===== config.mk =====
export PLATFORM = sky130hd
export DESIGN_NAME = fetch_prefetch_unit
export DESIGN_NICKNAME = d
export VERILOG_FILES = /design/src/rtl/fetch_prefetch_unit.sv
export SDC_FILE = /design/constraint.sdc
export NUM_CORES = 1
export LEC_CHECK = 0
export CAP_MARGIN = 5
export CELL_PAD_IN_SITES_DETAIL_PLACEMENT = 2
export CELL_PAD_IN_SITES_GLOBAL_PLACEMENT = 2
export CORE_MARGIN = 5
export CORE_UTILIZATION = 46
export DETAILED_ROUTE_END_ITERATION = 7
export HOLD_SLACK_MARGIN = 0.15
export PLACE_DENSITY_LB_ADDON = 0.05
export SKIP_LAST_GASP = 1
export SYNTH_ARGS = -nofsm -noshare
export SYNTH_HDL_FRONTEND = slang
export SYNTH_SLANG_ARGS = --single-unit
export TNS_END_PERCENT = 50

===== constraint.sdc =====
create_clock -name clk -period 6.3 [get_ports clk]
set_input_delay 1.26 -clock clk [delete_from_list [all_inputs] [get_ports clk]]
set_output_delay 1.26 -clock clk [all_outputs]
set_load 0.1 [all_outputs]

===== src/rtl/fetch_prefetch_unit.sv =====
// Instruction-fetch front end: fetch PC, credit-limited imem requests, in-order prefetch queue, redirect/halt.
// Optional perf counters (perf_fetched/perf_dropped/perf_stall) are built when FETCH_PERF_CNT_EN is defined.
module fetch_prefetch_unit #(
  parameter int unsigned XLEN = 32,
  parameter int unsigned DEPTH = 4,
  parameter logic [XLEN-1:0] RESET_PC = '0
) (
  input  logic            clk,
  input  logic            reset,
  input  logic            halt,
  input  logic            redirect_valid,
  input  logic [XLEN-1:0] redirect_pc,
  output logic            imem_req_valid,
  input  logic            imem_req_ready,
  output logic [XLEN-1:0] imem_req_addr,
  input  logic            imem_rsp_valid,
  input  logic [XLEN-1:0] imem_rsp_data,
  output logic            inst_valid,
  input  logic            inst_ready,
  output logic [XLEN-1:0] inst_pc,
  output logic [XLEN-1:0] inst_pc_plus_4,
  output logic [XLEN-1:0] inst_data,
  output logic            misalign_err
`ifdef FETCH_PERF_CNT_EN
  ,
  output logic [31:0]     perf_fetched,
  output logic [31:0]     perf_dropped,
  output logic [31:0]     perf_stall
`endif
);

  localparam int unsigned PTR_W = $clog2(DEPTH);
  localparam int unsigned CNT_W = PTR_W + 1;
  localparam int unsigned SUM_W = CNT_W + 1;

  logic [XLEN-1:0]  fetch_pc;
  logic [XLEN-1:0]  q_pc   [DEPTH];
  logic [XLEN-1:0]  q_data [DEPTH];
  logic [XLEN-1:0]  a_pc   [DEPTH];
  logic [PTR_W-1:0] q_head, q_tail, a_head, a_tail;
  logic [CNT_W-1:0] count, inflight, drop_cnt;
  logic [CNT_W-1:0] count_nxt, inflight_nxt, drop_nxt;
  logic             credit_ok, issue, rsp_drop, push, pop;

  // Queued plus outstanding entries never exceed DEPTH, so a push always has a free slot.
  assign credit_ok      = (SUM_W'(count) + SUM_W'(inflight)) < SUM_W'(DEPTH);
  assign imem_req_valid = !reset && !halt && !misalign_err && !redirect_valid && credit_ok;
  assign imem_req_addr  = fetch_pc;
  assign issue          = imem_req_valid && imem_req_ready;
  assign rsp_drop       = imem_rsp_valid && (redirect_valid || (drop_cnt != '0));
  assign push           = imem_rsp_valid && !rsp_drop;
  assign pop            = inst_valid && inst_ready && !redirect_valid;

  assign inst_valid     = (count != '0);
  assign inst_pc        = q_pc[q_head];
  assign inst_data      = q_data[q_head];
  assign inst_pc_plus_4 = inst_pc + XLEN'(4);

  always_comb begin
    count_nxt    = count;
    drop_nxt     = drop_cnt;
    inflight_nxt = inflight + CNT_W'(issue) - CNT_W'(imem_rsp_valid);
    if (redirect_valid) begin
      // Everything still outstanding after this cycle belongs to the old path.
      count_nxt = '0;
      drop_nxt  = inflight_nxt;
    end else begin
      if (push && !pop) begin
        count_nxt = count + CNT_W'(1);
      end else if (pop && !push) begin
        count_nxt = count - CNT_W'(1);
      end
      if (rsp_drop) begin
        drop_nxt = drop_cnt - CNT_W'(1);
      end
    end
  end

  always_ff @(posedge clk or posedge reset) begin
    if (reset) begin
      fetch_pc     <= RESET_PC;
      count        <= '0;
      inflight     <= '0;
      drop_cnt     <= '0;
      misalign_err <= 1'b0;
      q_head       <= '0;
      q_tail       <= '0;
      a_head       <= '0;
      a_tail       <= '0;
    end else begin
      count    <= count_nxt;
      inflight <= inflight_nxt;
      drop_cnt <= drop_nxt;
      if (redirect_valid) begin
        fetch_pc     <= redirect_pc;
        misalign_err <= |redirect_pc[1:0];
        q_head       <= '0;
        q_tail       <= '0;
      end else begin
        if (issue) fetch_pc <= fetch_pc + XLEN'(4);
        if (push)  q_tail   <= q_tail + PTR_W'(1);
        if (pop)   q_head   <= q_head + PTR_W'(1);
      end
      // Issued-address FIFO tracks every request, dropped or not, to stay aligned with responses.
      if (issue)          a_tail <= a_tail + PTR_W'(1);
      if (imem_rsp_valid) a_head <= a_head + PTR_W'(1);
    end
  end

  always_ff @(posedge clk) begin
    if (issue) a_pc[a_tail] <= fetch_pc;
    if (push) begin
      q_pc[q_tail]   <= a_pc[a_head];
      q_data[q_tail] <= imem_rsp_data;
    end
  end

`ifdef FETCH_PERF_CNT_EN
  // Saturating event counters.
  always_ff @(posedge clk or posedge reset) begin
    if (reset) begin
      perf_fetched <= '0;
      perf_dropped <= '0;
      perf_stall   <= '0;
    end else begin
      if (push && (perf_fetched != '1))     perf_fetched <= perf_fetched + 32'd1;
      if (rsp_drop && (perf_dropped != '1)) perf_dropped <= perf_dropped + 32'd1;
      if (inst_ready && !inst_valid && (perf_stall != '1)) perf_stall <= perf_stall + 32'd1;
    end
  end
`endif

endmodule


* Word-level counts from Yosys, hierarchy flattened
Memories as Yosys holds them, arrays and structs flattened.
Index checks and enable logic that the tools add are counted.
Widths: inputs -> output; s select.
** Storage, ports and cells
- Bits in writable memories :: 384
- Bits of input ports :: 71
- Flip-flop bits (word level) :: 50
- Output and inout port bits :: 131
- Memories kept :: 3
** Memory list
- a_pc :: depth 4, bits a word 32, rd ports 1, clocked after Yosys merged registers in 0, wr ports 1, RTL line 39 : logic [XLEN-1:0] a_pc [DEPTH];
- q_data :: depth 4, bits a word 32, rd ports 1, clocked after Yosys merged registers in 0, wr ports 1, RTL line 38 : logic [XLEN-1:0] q_data [DEPTH];
- q_pc :: depth 4, bits a word 32, rd ports 1, clocked after Yosys merged registers in 0, wr ports 1, RTL line 37 : logic [XLEN-1:0] q_pc [DEPTH];
** Cells by class
- Multiplexer cells :: 15
- Magnitude comparators :: 1
- Add/subtract/negate cells :: 12
- Reduce and logical (&&, ||, !) cells :: 27
** Operators with widths (number)
- $add 32x3->32 const B :: 2
- $mux 32 :: 2
- $mux 3 :: 5
- $logic_and 1x1->1 :: 11
- $reduce_bool 3->1 :: 3
- $add 2x1->2 const B :: 4
- $mux 2 :: 4
- $reduce_bool 2->1 :: 4
- $logic_not 1->1 :: 7
- $sub 3x1->3 const B :: 2
- $add 3x3->4 :: 1
- $lt 4x3->1 const B :: 1
- $mux 1 :: 4
- $add 3x1->3 :: 1
- $add 3x1->3 const B :: 1
- $sub 3x1->3 :: 1
- $reduce_or 2->1 :: 1
- $logic_or 1x1->1 :: 1

* Longest topological paths before layout
- Depth after elaboration :: 10
- Depth in mapped cells :: 16
- Depth with buffers taken out :: 13

* Worst setup path before layout
Ideal clock, no wire load.
- Path type :: reg-to-output
- Start point :: register q_head[0]
- End point :: output inst_pc_plus_4[25]
- Cell stages (with the launch flop) :: 8
- Path buffers :: 2
- Path slack :: 1161 ps
- Data arrival time :: 3879 ps
- Path through :: dfrtp_1 -> buf_6 -> buf_12 -> mux4_2 -> nand3_2 -> nor4_4 -> nand4_1 -> xnor2_1
** On the way
- Word-level cells in the longest chain between the ends :: 2
** RTL lines
- from (decl) :: RTL line 40 : logic [PTR_W-1:0] q_head, q_tail, a_head, a_tail;
- from (signal assigned) :: RTL line 102 : if (pop) q_head <= q_head + PTR_W'(1);
- $mem_v2 4x32
- via inst_pc[6] :: RTL line 20 : output logic [XLEN-1:0] inst_pc,
- $add 32x3->32 :: RTL line 57 : assign inst_pc_plus_4 = inst_pc + XLEN'(4);
- to (decl) :: RTL line 21 : output logic [XLEN-1:0] inst_pc_plus_4,
The timed path passes the listed nets, and every way through them passes these cells.

* Worst setup path in the final report
- Start point :: register q_head[0]
- End point :: output inst_pc_plus_4[11]
** On the way
- Word-level cells in the longest chain between the ends :: 2
** RTL lines (RTL line)
- $mem_v2 4x32
- $add 32x3->32 :: 57
Every way passes these cells.

==> qor.txt <==
PD cells = 482 nW/um2
synthesized net count = 1001
register area share after synthesis = 73.4%
CTS buffer count = 47
dpl cells = 1597
M3 GR Usage = 4.27%
crit-path cells = mux4_2, and4_1, nand2b_1, nor2_1, xor2_1, clkdlybuf4s50_1
gp weighted congestion = 0.736
count of pins over their slew limit = 0
met1 Usage GRT = 31.5%
Worst Skew = 14.7 ps
CP top delay family = buffers and inverters
Mapped Area = 17400 um2
CP max FO = 37
fmax = 184 MHz
CTS root buf = clkbuf_16
drt drc = 0
Leak = 7.04 nW
dpl ws = 1410 ps
Clock Latency Late Sink = 570 ps
vias per cell = 5.68
Remaining Overflow, GRT = 0
endpoint type of the worst setup path = output pin
IO Pins = 202
number of flops mapped to enable cells by yosys = 384
H-tree levels = 2
r2r worst-path depth = 15
cells after synthesis = 912
fin crit period = 5450 ps
final non-filler cell total = 1682
largest net degree at the start of global routing = 52
Max Cap Violations = 0
gr busiest metal = met2
fill cell count = 3281
max incr delay on CP = 1210 ps
hold path cells = 1
dominant cell type by area after synthesis = edfxtp_1
First-pass DRT Iterations = 5
Initial Util = 46.5%
PortBufs = 201
synth cell count leaders = edfxtp_1, mux4_2, nand2_1
Die Ht = 205 um
Crit-path slowest cell = clkdlybuf4s50_1
CTS Buffer Depth = 3
outcome = finished clean
initial DRC count = 578
WL final = 48300 um
Setup WS post-layout = 855 ps
critical path class = reg2out
final hold vios = 0
RSZ-0062 raised after global routing = false
CTS tree = yes
routed length per instance = 28.7 um
Avg Cell Area, Syn = 19.1 um2
number of setup buffers added after CTS = 0
Area Growth Syn to Fin = 22.9%
remaining antenna violation count = 0
clk slew on worst S/H paths = 70 ps
final core utilization = 57.1%
first-pass GRT wire length = 73700 um
Hold Path Class = reg2reg
synth top area cells = edfxtp_1, mux4_2, dfrtp_1
final setup TNS = 0 ps
ratio of cells with drive above 1 in the final layout = 19.1%
Yosys warnings = 0
Power, Total = 10.3 mW
Die ar. = 41900 um2
antenna cells = 0
met2 Track Usage GR = 40.2%
Die Wd = 205 um
normalized max-slew margin = 27.5%
Resized Gates After CTS = 0
Most used DFF post-synth = edfxtp_1
Final Cycle Share = 86.4%
Synth top area share = 66.2%
nets = 1224
worst endpoint data arrival time = 4190 ps
Crit path depth = 6
CTS Sinks = 434
vias in the first global route = 11100
post-synth cell types = 55
most common cell in the netlist = edfxtp_1
initial antenna violation count = 0
Hold Buf Count CTS = 0
Worst Max-Slew Pin Slew = 1080 ps
Peak VDD IR = 211 uV
ys async rst share = 11.5%
hpwl dp = 31400 um
CP Launch Type = flop
critical path buffer and inverter count = 1
# rows = 71
Yosys reg bits = 434
Total GRT Usage = 23.5%
core area = 37500 um2
final setup violation count = 0
Crit path required time = 5040 ps
via count = 9549
[metrics by stage]
stage,cell area (um2),hold WS [ps]
finish,21400,512
global route,21400,521
CTS,21400,509
global placement,19900,494
floorplan,17400,469
detailed placement,19900,507
[cells in the final DEF, fill, tap and decap left out, types with 5 or more instances in the layout]
master,n
a31oi_1,6
and2_1,9
and4_1,6
buf_4,38
clkbuf_1,12
clkbuf_16,49
clkdlybuf4s50_1,178
clkinv_1,7
clkinv_2,8
dfrtp_1,46
edfxtp_1,384
ha_1,16
inv_1,19
mux4_2,96
nand2_1,56
nand3_1,27
nand4_1,15
nor2_1,26
nor3_1,6
nor4_1,5
o211ai_1,14
o21ai_0,19
o311ai_0,10
or3_1,5
or4_1,6
xnor2_1,30
xor2_1,12
[worst register-to-register path: stages (launching register included)]
cell and delay (ps):
dfrtp_1 420, ha_1 300, nor3_1 250, and4_1 220, buf_4 330, inv_1 90, buf_4 250, ha_1 310
inv_1 50, ha_1 130, inv_1 50, fa_1 370, xnor2_1 200, xnor2_1 170, nand2_1 70, o21ai_0 100
[state kept, by name (all words and copies together), names as in the netlist]
| register | count |
|---|---|
| drop_cnt | 3 |
| a_head | 2 |
| a_pc | 128 |
| q_tail | 2 |
| q_pc | 128 |
| inflight | 3 |
| a_tail | 2 |
| imem_req_addr | 32 |
| misalign_err | 1 |
| q_head | 2 |
| q_data | 128 |
| count | 3 |
[path summary, 6_finish.rpt]
check                            start                 end  slack [ps]
min                        inflight[2]         inflight[2]         510
max reg2reg                   count[2]         drop_cnt[2]        2890
min in group asynchronous        reset           q_head[0]        1260
min reg2reg                inflight[2]         inflight[2]         510
max                          q_head[0]  inst_pc_plus_4[11]         850
max in group asynchronous        reset           q_head[0]        4500
[area by class of cell]
type,count,area (um2),area share (%)
flip-flops and latches,434,12800,59.7
multi-input cells,415,4330,20.2
repair buffers,217,2070,9.68
clock buffers,65,1330,6.20
well taps,511,639,2.99
clock inverters,20,174,0.812
inverters,20,75.1,0.351
[cells by family (layout without fill, tap and decap cells)]
logic type | Yosys count | after routing | synth area share (%)
AOI/OAI and AO/OA | 70 | 70 | 2.84
xor gates and xnor gates | 42 | 42 | 2.11
and+or+nand+nor | 184 | 184 | 5.75
muxes | 101 | 101 | 12.7
buffers and inverters | 63 | 322 | 1.82
adders and majority gates | 18 | 18 | 1.38
DFF | 434 | 434 | 73.4
[layer usage]
metal	share of wire [%]	vias up
met4	2.2	0
met3	4.7	72
met2	52	277
met5	0	-
met1	42	5080
li1	-	4120
[where the power goes]
group	internal (mW)	switching [mW]	total, mW
Combinational	1.07	2.89	3.96
Clock	1.59	1.12	2.71
Sequential	3.40	0.247	3.65
Total	6.06	4.26	10.3
(Power assumes the default switching activity.)
